## src/rtl/mac_acc_pkg.sv

```systemverilog
// mac_acc_pkg: shared types and width helpers for the streaming MAC/accumulator.
//   clog2   - ceiling log2 for elaboration-time width math
//   calc_pw - per-lane product width: unsigned pixel (zero-extended) times signed weight
//   calc_sw - adder-tree output width: product width plus one bit per tree level
//   tag_t   - per-beat sideband carried alongside the data through every stage
package mac_acc_pkg;

  function automatic int unsigned clog2(input int unsigned v);
    int unsigned r;
    int unsigned x;
    r = 0;
    x = 1;
    while (x < v) begin
      x = x << 1;
      r++;
    end
    return r;
  endfunction

  function automatic int unsigned calc_pw(input int unsigned dw, input int unsigned ww);
    return dw + ww + 1;
  endfunction

  function automatic int unsigned calc_sw(input int unsigned dw, input int unsigned ww,
                                          input int unsigned lanes);
    return calc_pw(dw, ww) + clog2(lanes);
  endfunction

  typedef struct packed {
    logic valid;
    logic first;
    logic last;
    logic relu;
  } tag_t;

  typedef enum logic {StIdle, StRun} cnt_state_e;

endpackage

```

## src/rtl/mac_acc_tree.sv

```systemverilog
// mac_acc_tree: registered reduction of LANES signed products into one sum.
//   clk_i  - clock, rising edge
//   rst_i  - synchronous active-high reset, clears the sum register
//   en_i   - advance enable; the register holds when low
//   prod_i - LANES signed products, lane i at [i*PW +: PW]
//   sum_o  - registered signed sum, PW + clog2(LANES) bits (cannot overflow)
module mac_acc_tree
  import mac_acc_pkg::*;
#(
  parameter int unsigned LANES = 16,
  parameter int unsigned PW    = 17
) (
  input  logic                                 clk_i,
  input  logic                                 rst_i,
  input  logic                                 en_i,
  input  logic [LANES*PW-1:0]                  prod_i,
  output logic signed [PW+clog2(LANES)-1:0]    sum_o
);

  localparam int unsigned SW = PW + clog2(LANES);

  logic signed [SW-1:0] sum_d, sum_q;

  always_comb begin
    sum_d = '0;
    for (int i = 0; i < LANES; i++) begin
      sum_d = sum_d + SW'($signed(prod_i[i*PW +: PW]));
    end
  end

  always_ff @(posedge clk_i) begin
    if (rst_i) begin
      sum_q <= '0;
    end else if (en_i) begin
      sum_q <= sum_d;
    end
  end

  assign sum_o = sum_q;

endmodule

```

## src/rtl/mac_acc_stream.sv

```systemverilog
// mac_acc_stream: pipelined LANES-wide dot product accumulated over (cfg_len+1) beats,
// seeded with a signed bias, with saturation, optional ReLU and a valid/ready result port.
//   clk_i, rst_i            - clock and synchronous active-high reset
//   in_valid_i, in_ready_o  - beat handshake
//   p_i, w_i                - unsigned pixels / signed weights, lane i at [i*DW]/[i*WW]
//   b_i, cfg_len_i, cfg_relu_i - per-neuron bias, beats-minus-one, ReLU; taken on first beat
//   out_valid_o, out_ready_i - result handshake
//   dout_o, out_sat_o       - signed result and sticky saturation flag for that neuron
module mac_acc_stream
  import mac_acc_pkg::*;
#(
  parameter int unsigned LANES = 16,
  parameter int unsigned DW    = 8,
  parameter int unsigned WW    = 8,
  parameter int unsigned BW    = 8,
  parameter int unsigned ACCW  = 22,
  parameter int unsigned LENW  = 8
) (
  input  logic                     clk_i,
  input  logic                     rst_i,
  input  logic                     in_valid_i,
  output logic                     in_ready_o,
  input  logic [LANES*DW-1:0]      p_i,
  input  logic [LANES*WW-1:0]      w_i,
  input  logic [BW-1:0]            b_i,
  input  logic [LENW-1:0]          cfg_len_i,
  input  logic                     cfg_relu_i,
  output logic                     out_valid_o,
  input  logic                     out_ready_i,
  output logic signed [ACCW-1:0]   dout_o,
  output logic                     out_sat_o
);

  localparam int unsigned PW = calc_pw(DW, WW);
  localparam int unsigned SW = calc_sw(DW, WW, LANES);
  localparam logic signed [ACCW-1:0] AccMax = {1'b0, {(ACCW-1){1'b1}}};
  localparam logic signed [ACCW-1:0] AccMin = {1'b1, {(ACCW-1){1'b0}}};

  logic en, beat_acc;
  logic out_valid_q;

  // Single global advance: the whole pipe freezes while a result waits downstream.
  assign en         = !out_valid_q || out_ready_i;
  assign in_ready_o = en;
  assign beat_acc   = in_valid_i && en;

  // Beat counter / framing
  cnt_state_e      state_q, state_d;
  logic [LENW-1:0] cnt_q, cnt_d, len_q, len_d;
  logic            relu_q, relu_d;
  tag_t            tag_in;

  always_comb begin
    state_d      = state_q;
    cnt_d        = cnt_q;
    len_d        = len_q;
    relu_d       = relu_q;
    tag_in       = '0;
    tag_in.valid = beat_acc;
    unique case (state_q)
      StIdle: begin
        tag_in.first = 1'b1;
        tag_in.last  = (cfg_len_i == '0);
        tag_in.relu  = cfg_relu_i;
        if (beat_acc && (cfg_len_i != '0)) begin
          state_d = StRun;
          cnt_d   = {{(LENW-1){1'b0}}, 1'b1};
          len_d   = cfg_len_i;
          relu_d  = cfg_relu_i;
        end
      end
      StRun: begin
        tag_in.last = (cnt_q == len_q);
        tag_in.relu = relu_q;
        if (beat_acc) begin
          if (tag_in.last) begin
            state_d = StIdle;
            cnt_d   = '0;
          end else begin
            cnt_d = cnt_q + 1'b1;
          end
        end
      end
      default: state_d = StIdle;
    endcase
  end

  // S1: per-lane products
  logic [LANES*PW-1:0]    prod_d, prod_q;
  tag_t                   tag1_q, tag2_q, tag3_q;
  // Bias rides with the beat so back-to-back neurons never see each other's bias.
  logic signed [BW-1:0]   bias1_q, bias2_q;

  always_comb begin
    prod_d = '0;
    for (int i = 0; i < LANES; i++) begin
      prod_d[i*PW +: PW] = PW'($signed({1'b0, p_i[i*DW +: DW]})) * PW'($signed(w_i[i*WW +: WW]));
    end
  end

  // S2: reduction
  logic signed [SW-1:0] sum_q;

  mac_acc_tree #(
    .LANES (LANES),
    .PW    (PW)
  ) u_tree (
    .clk_i  (clk_i),
    .rst_i  (rst_i),
    .en_i   (en),
    .prod_i (prod_q),
    .sum_o  (sum_q)
  );

  // S3: saturating accumulate, one guard bit to detect overflow
  logic signed [ACCW-1:0] acc_q, acc_d;
  logic                   sat_q, sat_d;
  logic signed [ACCW:0]   acc_base, acc_full;
  logic                   ovf;

  always_comb begin
    acc_base = tag2_q.first ? (ACCW+1)'(bias2_q) : (ACCW+1)'(acc_q);
    acc_full = acc_base + (ACCW+1)'(sum_q);
    ovf      = acc_full[ACCW] != acc_full[ACCW-1];
    acc_d    = acc_q;
    sat_d    = sat_q;
    if (tag2_q.valid) begin
      if (ovf) begin
        acc_d = acc_full[ACCW] ? AccMin : AccMax;
      end else begin
        acc_d = acc_full[ACCW-1:0];
      end
      sat_d = (tag2_q.first ? 1'b0 : sat_q) | ovf;
    end
  end

  // Output register
  logic signed [ACCW-1:0] dout_q;
  logic                   out_sat_q;
  logic                   load_out;

  assign load_out = tag3_q.valid && tag3_q.last;

  always_ff @(posedge clk_i) begin
    if (rst_i) begin
      state_q     <= StIdle;
      cnt_q       <= '0;
      len_q       <= '0;
      relu_q      <= 1'b0;
      prod_q      <= '0;
      tag1_q      <= '0;
      tag2_q      <= '0;
      tag3_q      <= '0;
      bias1_q     <= '0;
      bias2_q     <= '0;
      acc_q       <= '0;
      sat_q       <= 1'b0;
      out_valid_q <= 1'b0;
      dout_q      <= '0;
      out_sat_q   <= 1'b0;
    end else if (en) begin
      state_q     <= state_d;
      cnt_q       <= cnt_d;
      len_q       <= len_d;
      relu_q      <= relu_d;
      prod_q      <= prod_d;
      tag1_q      <= tag_in;
      bias1_q     <= b_i;
      tag2_q      <= tag1_q;
      bias2_q     <= bias1_q;
      tag3_q      <= tag2_q;
      acc_q       <= acc_d;
      sat_q       <= sat_d;
      // With en high any held result is either absent or being taken this cycle.
      out_valid_q <= load_out;
      if (load_out) begin
        dout_q    <= (tag3_q.relu && acc_q[ACCW-1]) ? '0 : acc_q;
        out_sat_q <= sat_q;
      end
    end
  end

  logic unused_tag3_first;
  assign unused_tag3_first = tag3_q.first;

  assign out_valid_o = out_valid_q;
  assign dout_o      = dout_q;
  assign out_sat_o   = out_sat_q;

endmodule
```

## config.mk

```make
export PLATFORM = sky130hd
export DESIGN_NAME = mac_acc_stream
export DESIGN_NICKNAME = d
export VERILOG_FILES = /design/src/rtl/mac_acc_pkg.sv /design/src/rtl/mac_acc_tree.sv /design/src/rtl/mac_acc_stream.sv
export SDC_FILE = /design/constraint.sdc
export NUM_CORES = 2
export LEC_CHECK = 0
export ABC_CLOCK_PERIOD_IN_PS = 11800
export BUFFER_PORTS_ARGS = -buffer_cell sky130_fd_sc_hd__buf_2
export CORE_MARGIN = 3
export CORE_UTILIZATION = 64
export CTS_CLUSTER_SIZE = 28
export DETAILED_ROUTE_END_ITERATION = 8
export GPL_ROUTABILITY_DRIVEN = 0
export PLACE_DENSITY = 0.83
export SETUP_SLACK_MARGIN = 0.02
export SYNTH_ARGS = -nofsm -noshare
export SYNTH_HDL_FRONTEND = slang
export SYNTH_HIERARCHICAL = 1
export SYNTH_SLANG_ARGS = --single-unit
```

## constraint.sdc

```tcl
create_clock -name clk_i -period 11.8 [get_ports clk_i]
set_input_delay 1.77 -clock clk_i [delete_from_list [all_inputs] [get_ports clk_i]]
set_output_delay 1.77 -clock clk_i [all_outputs]
set_load 0.05 [all_outputs]
```

# Word level (Yosys, flattened, before mapping)
# Index checks and enable logic that the tools add are counted.
# word_totals
ff_bits	385
input_bits	277
# classes
add_sub_neg	17
multipliers	16
eq_ne	4
mux	15
n_bitwise	2
n_reduce_logical	12
# ops
cell	n
adder 21 x 17 -> 21 bit	13
multiplier 9 x 8 -> 17 bit	16
two-way mux 22 bit	3
two-way mux 8 bit	3
adder 23 x 21 -> 23 bit	1
two-way mux 23 bit	1
adder 18 x 17 -> 19 bit	1
adder 17 x 17 -> 18 bit	1
case mux 8 bit (2 select lines)	1
adder 8 x 1 -> 8 bit (second input constant)	1
equality test 8 bit	1
logical NOT 8 bit	1
nonzero test 8 bit	1
AND reduction 3 bit	2
two-way mux 1 bit	5
logical AND 1 bit	4
inequality test 2 bit (second input constant)	2
case mux 2 bit (2 select lines)	1
AND reduction 2 bit	2
case mux 1 bit (2 select lines)	1
logical NOT 1 bit	1
logical OR 1 bit	1
inequality test 1 bit	1
NOT 1 bit	1
bitwise OR 1 bit	1

# Longest topological paths before layout
# depth
ltp_word	15
depth_mapped	21
depth_no_buf	21

# By module
# The synthesis kept the hierarchy.
# modules_own_cells
mod	n_inst	cells_per_inst	area_each_um2
mac_acc_stream	1	5786	48684.2
mac_acc_tree	1	834	8121.5

# Worst setup path after synthesis
# OpenSTA, ideal clock, no wires.
# synth_timing
kind	input port to flip-flop
startpoint	input w_i[71]
endpoint	register prod_q[151]
t_arrival_ns	5.585
slack_ns	6.093
stages	16
path_buffers	0
path_cell_list	clkinv_1 fa_1 fa_1 inv_1 fa_1 inv_1 fa_1 inv_1 ha_1 inv_1 o21ai_0 a31o_2 a21oi_1 nor4b_1 nor3_1 a311o_1
# synth_between
elab_chain_cells	1
# synth_rtl
element	line_no	rtl
from (decl)	mac_acc_stream.sv:24	input logic [LANES*WW-1:0] w_i,
multiplier 9 x 8 -> 17 bit	mac_acc_stream.sv:97	prod_d[i*PW +: PW] = PW'($signed({1'b0, p_i[i*DW +: DW]})) * PW'($signed(w_i[i*WW +: WW]));
to (signal assigned)	mac_acc_stream.sv:166	prod_q <= prod_d;
to (decl)	mac_acc_stream.sv:89	logic [LANES*PW-1:0] prod_d, prod_q;
# No other way between the ends.
# A chain may end at the register's enable or synchronous reset.

# Worst setup path in the final report
# layout_timing
startpoint	input w_i[96]
endpoint	register prod_q[220]
# Same word-level chain as after synthesis.

==> run_results.csv <==
group,metric,value,unit
synthesis,synth_area_leaders,"fa_1, ha_1, dfxtp_1",
sta,worst_slew_pin_slew,1.30,ns
clock_tree,hold_buffers,0,
synthesis,syn_inst,6620,
layout,final_core_util,69.4,%
layout,drive_gt1_share,6.49,%
sta,setup_viol,0,
worst_setup_path,cp_max_fo,8,
sta,relSlewSlack,13.3,%
sta,setup_tns,0,ns
clock_tree,path_clk_slew,0.06,ns
synthesis,ys_ff_latch,385,
layout,fin_nets,8695,
synthesis,syn_avg_cell_area,8.58,µm²
worst_setup_path,end_kind,"flop",
synthesis,synth_fp_nets,8473,
global_routing,grt_max_degree,114,
floorplan,coreArea,0.0874,mm²
detailed_routing,ant_nets,0,
detailed_routing,via_per_inst,5.64,
synthesis,synthFlopType,"dfxtp_1",
clock_tree,cts_inserted_buffers,41,
sta,period_minus_slack,5.80,ns
clock_tree,post-cts-setup-buffers,0,
detailed_routing,drtPass1Iterations,6,
clock_tree,clk_root_buffer_cell,"clkbuf_16",
hold_path,hold_path_class,"reg2reg",
floorplan,die_w,304,µm
sta,fin_ws,6.00,ns
floorplan,die-area,0.0924,mm²
worst_setup_path,required,12.30,ns
synthesis,ys_types,79,
clock_tree,cts_resized,0,
placement,place_ws,5.52,ns
global_routing,grt_usage,30.8,%
detailed_routing,wl_per_cell,17.6,µm
synthesis,synth_top_area_share,29.6,%
job,maxCapViolCount,0,
worst_setup_path,cp.arrival,6.30,ns
floorplan,ios,302,
sta,fin_crit_sh,49.1,%
synthesis,synth_edf_count,0,
global_routing,grt_pass1_vias,46748,
clock_tree,cts_sinks,385,
status,status,"finished clean",
clock_tree,cts_tree,"built",
synthesis,synthTopCellsByCount,"inv_1, fa_1, nand2_1",
placement,io_buffers,301,
detailed_routing,drt_wl_total,141,mm
detailed_routing,num_vias,45406,
synthesis,yosysTopAreaCell,"fa_1",
clock_tree,cts.path.max_buffers,3,
sta,timing.hold.ws,0.445,ns
global_routing,antenna_found_initial,16,
global_routing,grt_pass1_wl,235,mm
layout,syn_to_final_growth,6.88,%
floorplan,initial_core_util,65.0,%
detailed_routing,drtIter0Drc,3196,
detailed_routing,drc,0,
global_routing,grt.overflow.total,0,
synthesis,ys_warn_count,6,
synthesis,netlist_area,0.0568,mm²
sta,hold_viol_final,0,
clock_tree,clk_latency,0.59,ns
synthesis,ys_seq_area_share,13.6,%
floorplan,die_h,304,µm
placement,hpwl,117,mm
layout,fillers,6686,
sta,max_freq,173,MHz
worst_setup_path,crit_type,"in2reg",
sta,timing_max_transition_violations_final,0,
synthesis,async_flop_share,0,%
worst_setup_path,start_kind,"input pin",
clock_tree,htreeDepth,2,
synthesis,yosysMostFrequentCell,"inv_1",
sta,rsz0062_at_grt,"no",
floorplan,rows,108,
sta,clock_skew,0.0328,ns
through the flow:
step | cell area, µm² | instances
finish | 60700 | 8044
global route | 60700 | 8043
CTS | 60700 | 8027
detailed placement | 59300 | 7954
global placement | 59300 | 7954
floorplan | 56800 | 6620
sequential cells by signal (all words and copies together), names as in the netlist, 3 cells and up:
name	count
tag2_q	4
prod_q	272
acc_q	22
bias2_q	8
len_q	8
tag3_q	3
cnt_q	8
dout_o	22
u_tree/sum_o	21
tag1_q	4
bias1_q	8
layout by cell type, fill, tap and decap left out, drive strengths merged, types with 16 or more instances in the layout:
master and n:
a211oi 43, a21boi 26, a21o 27, a21oi 442, a31o 16, and2 647
and3 33, buf 315, clkbuf 58, dfxtp 385, diode 17, fa 839
ha 737, inv 1362, mux2i 16, nand2 818, nand2b 52, nand3 120
nor2 201, nor2b 21, nor3 57, o211ai 23, o21ai 187, or3 88
xnor2 101, xor2 66
critical path: stages:
cell      delay (ns)
buf_2           0.14
and2_1          0.17
ha_1            0.27
inv_1           0.06
fa_1            0.50
inv_1           0.05
ha_1            0.27
inv_1           0.09
fa_1            0.42
inv_1           0.07
ha_1            0.16
inv_1           0.06
fa_1            0.45
nor2b_1         0.22
o21ai_0         0.16
a21boi_0        0.37
o211ai_1        0.16
a21oi_1         0.24
nor3_1          0.10
or3_1           0.37
a31oi_1         0.16
final cells by class:
cell class                 instances  area, µm²  share of cell area [%]
antenna                           17       42.5                  0.0701
clock buffer                      58       1160                    1.91
clock inverter                    15        160                   0.264
inverter                        1364       5130                    8.45
multi-input combinational       4735      43400                    71.6
sequential                       385       7710                    12.7
tap                             1155       1450                    2.38
timing repair buffer             315       1620                    2.67
cell families (layout without fill, tap and decap cells):
group	after synthesis	in the layout	share of synthesized area [%]
AO/OA/AOI/OAI	875	875	9.29
XOR/XNOR	167	167	2.57
adder cells (fa/ha/maj)	1588	1588	46.0
buffers and inverters	1500	1752	9.96
flip-flops	385	385	13.6
multiplexers	22	22	0.401
other	0	17	0
AND/OR/NAND/NOR	2083	2083	18.2
per-layer routing:
metal,vias to the layer above,routed length [µm],track usage [%]
met5,-,0,0
met4,0,6680,12.9
met3,350,7920,3.35
met2,1439,68600,52.4
met1,22411,58200,40.3
li1,21206,-,-
path summary, 6_finish.rpt:
kind                            startpoint                             to  slack (ns)  cells after the start
hold / removal     dout_o[15]$_SDFFE_PP0P_        dout_o[15]$_SDFFE_PP0P_        0.45                      2
setup reg to reg  prod_q[223]$_SDFFE_PP0N_  u_tree/sum_o[18]$_SDFFE_PP0P_        6.11                     19
hold reg to reg    dout_o[15]$_SDFFE_PP0P_        dout_o[15]$_SDFFE_PP0P_        0.45                      2
setup / recovery                   w_i[96]       prod_q[220]$_SDFFE_PP0N_        6.00                     21
Power is not shown: default switching activity piles up to over one toggle a cycle in this logic, so the estimate is an artifact.
